File: src/rtl/uart_tx_arbiter.sv
// Two-requester packet arbiter feeding a UART TX FIFO; ties go to the requester that did not own last.
// Define UART_ARB_TIMEOUT_EN to enable the mid-packet idle-timeout forced release.
module uart_tx_arbiter #(
  parameter int unsigned TIMEOUT_CYCLES = 1024
) (
  input  logic        CLK,
  input  logic        rst_n,
  input  logic        req0_valid,
  input  logic [7:0]  req0_data,
  input  logic        req0_last,
  output logic        req0_ready,
  input  logic        req1_valid,
  input  logic [7:0]  req1_data,
  input  logic        req1_last,
  output logic        req1_ready,
  output logic [7:0]  uart_data,
  output logic        uart_wren,
  input  logic        uart_full,
  output logic [1:0]  grant,
  output logic [15:0] pkt_count,
  output logic        timeout_err
);

  localparam logic [1:0] IDLE  = 2'b00;
  localparam logic [1:0] BUSY0 = 2'b01;
  localparam logic [1:0] BUSY1 = 2'b10;

  logic [1:0] state;
  logic       rr_last;
  logic       acc0;
  logic       acc1;
  logic       own_last;
  logic       pkt_done;
  logic       tmo_fire;

  if (TIMEOUT_CYCLES < 2 || TIMEOUT_CYCLES > 65535) begin : g_bad_timeout
    $error("uart_tx_arbiter: TIMEOUT_CYCLES out of range 2..65535");
  end

  assign grant      = {state == BUSY1, state == BUSY0};
  assign req0_ready = grant[0] & ~uart_full;
  assign req1_ready = grant[1] & ~uart_full;
  assign acc0       = req0_valid & req0_ready;
  assign acc1       = req1_valid & req1_ready;
  assign uart_wren  = acc0 | acc1;
  assign uart_data  = grant[0] ? req0_data : (grant[1] ? req1_data : '0);
  assign own_last   = grant[0] ? req0_last : req1_last;
  assign pkt_done   = uart_wren & own_last;

  always_ff @(posedge CLK or negedge rst_n) begin
    if (!rst_n) begin
      state     <= IDLE;
      rr_last   <= 1'b1;
      pkt_count <= '0;
    end else begin
      case (state)
        IDLE: begin
          if (req0_valid && (!req1_valid || rr_last)) state <= BUSY0;
          else if (req1_valid)                        state <= BUSY1;
        end
        BUSY0, BUSY1: begin
          // Both normal completion and forced release hand priority to the other requester.
          if (pkt_done || tmo_fire) begin
            state   <= IDLE;
            rr_last <= grant[1];
          end
          if (pkt_done) pkt_count <= pkt_count + 16'd1;
        end
        default: state <= IDLE;
      endcase
    end
  end

`ifdef UART_ARB_TIMEOUT_EN
  localparam logic [15:0] TMO_LAST = 16'(TIMEOUT_CYCLES - 32'd2);

  logic [15:0] idle_cnt;
  logic        own_valid;
  logic        idle_cyc;

  assign own_valid = grant[0] ? req0_valid : req1_valid;
  assign idle_cyc  = (state != IDLE) && !own_valid && !uart_full;
  // Fires on the edge where the counter would reach TIMEOUT_CYCLES-1.
  assign tmo_fire  = idle_cyc && (idle_cnt == TMO_LAST);

  always_ff @(posedge CLK or negedge rst_n) begin
    if (!rst_n) begin
      idle_cnt    <= '0;
      timeout_err <= 1'b0;
    end else begin
      timeout_err <= tmo_fire;
      if (state == IDLE || uart_wren || tmo_fire) idle_cnt <= '0;
      else if (idle_cyc)                          idle_cnt <= idle_cnt + 16'd1;
    end
  end
`else
  assign tmo_fire    = 1'b0;
  assign timeout_err = 1'b0;
`endif

endmodule

File: config.mk
export PLATFORM = sky130hd
export DESIGN_NAME = uart_tx_arbiter
export DESIGN_NICKNAME = d
export VERILOG_FILES = /design/src/rtl/uart_tx_arbiter.sv
export SDC_FILE = /design/constraint.sdc
export NUM_CORES = 1
export LEC_CHECK = 0
export CORE_MARGIN = 5
export CORE_UTILIZATION = 35
export DETAILED_ROUTE_END_ITERATION = 8
export PLACE_DENSITY_LB_ADDON = 0.05
export REMOVE_ABC_BUFFERS = 1
export SYNTH_ARGS = -nofsm -noshare
export SYNTH_HDL_FRONTEND = slang
export SYNTH_SLANG_ARGS = --single-unit
File: constraint.sdc
create_clock -name CLK -period 2.1 [get_ports CLK]
set_clock_uncertainty 0.1 [all_clocks]
set_input_delay 0.42 -clock CLK [delete_from_list [all_inputs] [get_ports CLK]]
set_output_delay 0.42 -clock CLK [all_outputs]
set_load 0.02 [all_outputs]
==> results of run 1 <==
synthesized netlist by cell type:
library cell  number
a21oi_1            1
a22o_1             8
a22oi_2            1
and3_1             3
and4_1             1
buf_1              1
buf_4              1
clkbuf_1           2
conb_1             1
dfrtp_1           18
dfstp_2            1
ha_1               4
inv_1              3
mux2_2             2
mux2i_2            1
nand2_1            8
nand3_1            6
nand3b_1           1
nand4_1            5
nor2_1             1
nor2b_1            3
nor4_4             2
nor4b_4            1
o211ai_1           1
o21ai_0            1
o22ai_1            2
o31a_1             1
xnor2_1           13
xor2_1             2
logic make-up after synthesis:
group	count (synthesis)	synth area share
multiplexers	3	0.03407
flip-flops	19	0.4477
XOR/XNOR	15	0.1234
other	1	0.003522
buffers and inverters	7	0.02820
AND/OR/NAND/NOR	31	0.2021
AO/OA/AOI/OAI	15	0.1140
adder cells (fa/ha/maj)	4	0.04701
worst max-delay path, stage by stage (launching register included):
cell and delay (ns):
dfrtp_1 0.42, buf_6 0.13, ha_4 0.17, buf_2 0.16
a22o_1 0.22, buf_4 0.16
path summary, 6_finish.rpt:
check	from	to	slack, ns	cells after the start
hold / removal	rst_n	pkt_count[0]	0.34	2
hold reg to reg	pkt_count[15]	pkt_count[15]	0.39	1
setup reg to reg	state[1]	pkt_count[1]	0.07	7
min in group CLK	pkt_count[15]	pkt_count[15]	0.39	1
max in group asynchronous	rst_n	rr_last	1.28	2
setup / recovery	state[0]	uart_data[0]	0.05	5
power groups by stage:
stage / clock network, mW / registers [mW] / logic [mW]
6_report: 0.181 / 0.466 / 0.873
5_1_grt: 0.209 / 0.473 / 0.935
4_1_cts: 0.188 / 0.462 / 0.796
3_5_place_dp: 0 / 0.469 / 0.855
3_3_place_gp: 0 / 0.470 / 0.842
2_1_floorplan: 0 / 0.485 / 0.430
metal layers:
layer / vias up / share of wire / routed length, um
met5: - / 0 / 0
met4: 0 / 0.0043 / 12
met3: 2 / 0.034 / 96
met2: 18 / 0.54 / 1518
met1: 454 / 0.42 / 1180
li1: 473 / - / -
timing repair:
action | 4_1_cts | 5_1_grt
setup buffers | 1 | 2
gates cloned | 0 | 1
gates resized for setup | 46 | 17
pin swaps | 1 | 4
endpoints found under the setup margin | 15 | 22
sequential cells by signal, indices dropped and copies added, names as in the netlist:
signal	flops
pkt_count	16
state	2
rr_last	1
through the flow:
stage	instances	utilization	total power, mW	hold slack [ns]	worst slack [ns]
after global placement	186	0.5643	1.312	0.3636	-0.1681
after global routing	193	0.5811	1.617	0.3487	-0.01453
after detailed placement	186	0.5643	1.324	0.3774	-0.1752
final	193	0.5811	1.519	0.3422	0.04804
after floorplan	91	-	0.9153	0.02441	-0.09295
after CTS	191	0.5622	1.446	0.3460	0.001133
final cells by class:
class,count,area share
Sequential cell,19,0.2755
Multi-Input combinational cell,69,0.3406
Clock inverter,1,0.002892
Timing Repair Buffer,65,0.3377
Inverter,3,0.006508
Tap cell,33,0.02386
Clock buffer,3,0.01302
==> metrics.md, run 1 <==
| Metric | Value |
|---|---|
| Design Area, Final | 1730 um^2 |
| Flop pwr share | 0.307 |
| H-Tree Depth | 1 |
| Met1 Resource Use GR | 0.1686 |
| IO Pins | 53 |
| Syn_area_per_cell | 11.21 um^2 |
| Worst min-delay path class | in2async |
| Root Buffer Master | clkbuf_4 |
| Comb pwr share | 0.574 |
| Full die area | 4245 um^2 |
| MaxCap Viol Count | 0 |
| Reg area | 476.7 um^2 |
| Vias in the first global route | 938 |
| Drt pass-1 iters | 4 |
| Final period util | 0.9771 |
| Worst-path fanout max | 6 |
| Placer Congestion | 0.7985 |
| M3 GR Usage | 0.03932 |
| # DRC | 0 |
| GR peak layer | met2 |
| Total Wirelength | 2808 um |
| Worst EP required | 1.58 ns |
| Placed Area | 1680 um^2 |
| Setup Viol. Count Final | 0 |
| Type of origin of the critical path | register |
| Core Box Area | 2978 um^2 |
| IO Port Bufs | 51 |
| Warnings, synthesis | 0 |
| Number of sinks on the clock net | 19 |
| Starting Density | 0.3576 |
| Crit path kind | reg2out |
| Internal | 0.9136 mW |
| Clock share of power | 0.119 |
| Post-synthesis register bit count | 19 |
| WP data arrival | 1.53 ns |
| Synth Cell Area | 1065 um^2 |
| CTS tree | built |
| Top cell type's share of synthesized area | 0.4230 |
| Commonest non-fill, non-tap cell in the layout | clkdlybuf4s50_1 |
| Hold Fails Final Rpt | 0 |
| Cell Rows | 20 |
| Layout fillers | 255 |
| Maximum clock insertion buffer count | 2 |
| Die Ht | 65.16 um |
| PwrDens | 878.0 nW/um^2 |
| Minimum clock period | 2.052 ns |
| Hpwl dp | 2247 um |
| Total track usage | 0.1396 |
| RSZ-0062 raised after global routing | yes |
| Mapped Cells | 95 |
| Sw Share | 0.3986 |
| P&R area growth vs syn | 62.51% |
| Post-synthesis sequential area ratio | 0.4477 |
| Slew Limit Fails | 0 |
| Static Leakage | 0.7673 nW |
| WL/cell | 14.55 um |
| Layout cells sized above 1 | 0.2625 |
| Peak supply drop | 0.6316 mV |
| Largest net degree at the start of global routing | 20 |
| Vias per cell | 4.907 |
| ANT nets after route | 0 |
| NetSw | 0.6057 mW |
| Cts hold-fix bufs | 0 |
| Unique masters post-synth | 29 |
| Setup TNS Final | 0 ns |
| Most frequent cells in the layout | clkdlybuf4s50_1 (38), dfrtp_1 (18), xnor2_1 (13), buf_4 (13) |
| Ant. Diodes | 0 |
| Initial drt markers | 52 |
| Clock transition at path regs | 0.11 ns |
| Fmax | 487.3 MHz |
| Initial antenna violation count | 0 |
| First-pass GRT wire length | 4540 um |
| Setup crit end kind | output port |
| Grt ovf | 0 |
| Total Nets Final | 188 |
| Vias | 947 |
| Clk Latency, worst-skew pair | 0.29 ns |
| CTS Buf Count | 3 |
| Status | finished clean |
| Die width | 65.16 um |
| Top cells by area, synth | dfrtp_1 (42%), xnor2_1 (11%), a22o_1 (6.6%), ha_1 (4.7%), nor4_4 (4.0%) |
| Yosys top cell by area | dfrtp_1 |
| Multi-input logic area | 589.3 um^2 |
| Met2 Use GR | 0.2465 |
Note: power is estimated with default switching activity, not from simulation.
==> run 2, diff against run 1 <==
--- a/config.mk
+++ b/config.mk
@@ -10,6 +10,7 @@
 export DETAILED_ROUTE_END_ITERATION = 8
 export PLACE_DENSITY_LB_ADDON = 0.05
 export REMOVE_ABC_BUFFERS = 1
+export SLEW_MARGIN = 15
 export SYNTH_ARGS = -nofsm -noshare
 export SYNTH_HDL_FRONTEND = slang
 export SYNTH_SLANG_ARGS = --single-unit
==> results of run 2 <==
Same layout as run 1: the final DEF is identical, and so are final timing and power.
==> run 3, diff against run 2 <==
--- a/config.mk
+++ b/config.mk
@@ -10,6 +10,7 @@
 export DETAILED_ROUTE_END_ITERATION = 8
 export PLACE_DENSITY_LB_ADDON = 0.05
 export REMOVE_ABC_BUFFERS = 1
+export SKIP_CTS_REPAIR_TIMING = 1
 export SLEW_MARGIN = 15
 export SYNTH_ARGS = -nofsm -noshare
 export SYNTH_HDL_FRONTEND = slang
==> run 3 against run 2 <==
Effect of this change: the flow now finishes with violations (setup timing); count of clock-buffer cells in the layout is the same; clock power about the same; fmax decreased by 4.8%; utilization rose by 3.4 points; critical endpoint is now uart_wren; largest cell class is now non-clock buffers; largest power group unchanged; highest routed layer unchanged.
==> metrics.md, run 3 (same netlist as run 1, synthesis figures left out) <==
| Metric | Value |
|---|---|
| Hold Fails Final Rpt | 0 (unchanged) |
| Sw Share | 0.3839 (was 0.3986) |
| Final period util | 1.026 (was 0.9771) |
| Setup WS post-layout | -0.05485 ns (was 0.04804 ns) |
| Largest registers | pkt_count (16), state (2), rr_last (1) (unchanged) |
| Clock transition at path regs | 0.11 ns (about the same) |
| Die Ht | 65.16 um (unchanged) |
| IO Port Bufs | 51 (unchanged) |
| Reg-to-reg endpoint | pkt_count[1] (unchanged) |
| Design Area, Final | 1832 um^2 (was 1730 um^2) |
| Power, Total | 1.645 mW (was 1.519 mW) |
| Delay-heaviest family, CP | buffers and inverters (unchanged) |
| ANT nets after route | 0 (unchanged) |
| Vias | 990 (was 947) |
| Most frequent cells in the layout | clkdlybuf4s50_1 (38), dfrtp_1 (18), buf_4 (17) (was clkdlybuf4s50_1 (38), dfrtp_1 (18), xnor2_1 (13), buf_4 (13)) |
| Static Leakage | 0.8432 nW (was 0.7673 nW) |
| Setup TNS Final | -0.09345 ns (was 0 ns) |
| Die width | 65.16 um (unchanged) |
| Commonest non-fill, non-tap cell in the layout | clkdlybuf4s50_1 (unchanged) |
| Final Hold Slack | 0.3434 ns (was 0.3422 ns) |
| Full die area | 4245 um^2 (unchanged) |
| Vias in the first global route | 923 (was 938) |
| Clock share of power | 0.109 (was 0.119) |
| Placed Area | 1680 um^2 (unchanged) |
| Type of origin of the critical path | register (unchanged) |
| First-pass GRT wire length | 4422 um (was 4540 um) |
| CP bufs+invs | 4 (was 3) |
| Worst EP required | 1.58 ns (about the same) |
| Reg2Reg Launch Point | state[0] (was state[1]) |
| Maximum clock insertion buffer count | 2 (unchanged) |
| Core Box Area | 2978 um^2 (unchanged) |
| Dpl ws | -0.1752 ns (unchanged) |
| MaxCap Viol Count | 0 (unchanged) |
| PwrDens | 898.2 nW/um^2 (was 878.0 nW/um^2) |
| Drt pass-1 iters | 4 (unchanged) |
| Clk Latency, worst-skew pair | 0.29 ns (about the same) |
| Failing checks | setup timing |
| Total Nets Final | 194 (was 188) |
| Ant. Diodes | 0 (unchanged) |
| Worst min-delay path class | in2async (unchanged) |
| Number of sinks on the clock net | 19 (unchanged) |
| WP data arrival | 1.63 ns (was 1.53 ns) |
| Setup crit end kind | output port (unchanged) |
| Hpwl dp | 2247 um (unchanged) |
| Flop pwr share | 0.283 (was 0.307) |
| CP Depth | 7 (was 5) |
| Initial antenna violation count | 0 (unchanged) |
| Grt ovf | 0 (unchanged) |
| Setup slack, reg-to-reg | 0.03 ns (was 0.07 ns) |
| Cell Rows | 20 (unchanged) |
| Vias per cell | 4.975 (was 4.907) |
| IO Pins | 53 (unchanged) |
| Starting Density | 0.3576 (unchanged) |
| Worst-path fanout max | 5 (was 6) |
| Initial drt markers | 38 (was 52) |
| RSZ-0062 raised after global routing | yes (unchanged) |
| Comb pwr share | 0.607 (was 0.574) |
| Total Wirelength | 2900 um (was 2808 um) |
| Total track usage | 0.1356 (was 0.1396) |
| Status | complete, but fails checks (was finished clean) |
| Largest net degree at the start of global routing | 20 (unchanged) |
| Cells along the critical path | buf_6 -> ha_4 -> buf_6 -> buf_6 -> a22oi_2 -> nor2_1 -> buf_4 (was buf_6 -> ha_4 -> buf_2 -> a22o_1 -> buf_4) |
| Layout cells sized above 1 | 0.2831 (was 0.2625) |
| Largest register FFs | 16 (unchanged) |
| # DRC | 0 (unchanged) |
| Largest Register | pkt_count (unchanged) |
| Layout fillers | 250 (was 255) |
| Fmax | 464.1 MHz (was 487.3 MHz) |
| Setup Viol. Count Final | 3 (was 0) |
| P&R area growth vs syn | 72.03% (was 62.51%) |
| Internal | 1.014 mW (was 0.9136 mW) |
| Root Buffer Master | clkbuf_4 (unchanged) |
| R2R cell count | 8 (was 7) |
| Most frequent cell on the critical path | buf_6 |
| H-Tree Depth | 1 (unchanged) |
| Slew Limit Fails | 0 (unchanged) |
| WL/cell | 14.57 um (was 14.55 um) |
| CTS Buf Count | 3 (unchanged) |
| Peak supply drop | 0.5570 mV (was 0.6316 mV) |
| CTS tree | built (unchanged) |
| CP max stage cell | dfrtp_1 (unchanged) |
| NetSw | 0.6317 mW (was 0.6057 mW) |
| Largest stage delay on the critical path | 0.41 ns (was 0.42 ns) |
| Placer Congestion | 0.7985 (unchanged) |
| Minimum clock period | 2.155 ns (was 2.052 ns) |
| Crit path kind | reg2out (unchanged) |
[run 3: per-layer routing]
layer	global-route usage	share of wire	vias up
met5	0	0	-
met4	0.03109	0.0038	0
met3	0.03932	0.038	2
met2	0.2427	0.55	21
met1	0.1600	0.41	484
li1	-	-	483
[run 3: cell type report]
| type | count | area, um^2 | area share |
|---|---|---|---|
| timing repair buffer | 71 | 673.1 | 0.3675 |
| clock inverter | 1 | 5.005 | 0.002732 |
| clock buffer | 3 | 22.52 | 0.01230 |
| sequential | 19 | 476.7 | 0.2602 |
| multi-input combinational | 69 | 601.8 | 0.3286 |
| inverter | 3 | 11.26 | 0.006148 |
| tap | 33 | 41.29 | 0.02254 |
[run 3: power groups by stage]
stage	sequential (mW)	combinational [mW]	clock, mW
6_report	0.466	0.999	0.180
5_1_grt	0.472	1.06	0.209
4_1_cts	0.462	0.862	0.188
3_5_place_dp	0.469	0.855	0
3_3_place_gp	0.470	0.842	0
2_1_floorplan	0.485	0.430	0
[run 3: per-stage QoR]
step / std cells / util
after floorplan: 91 / -
after global placement: 186 / 0.5643
after detailed placement: 186 / 0.5643
after CTS: 190 / 0.5735
after global routing: 199 / 0.6151
final: 199 / 0.6151
[run 3: how the worst max path moves through the flow]
stage | startpoint | end | slack, ns
after floorplan | state[1] | pkt_count[1] | -0.09
after global placement | req1_valid | uart_wren | -0.17
after detailed placement | req1_valid | uart_wren | -0.18
after CTS | state[0] | uart_data[3] | -0.44
after global routing | state[0] | uart_wren | -0.13
final | state[0] | uart_wren | -0.05
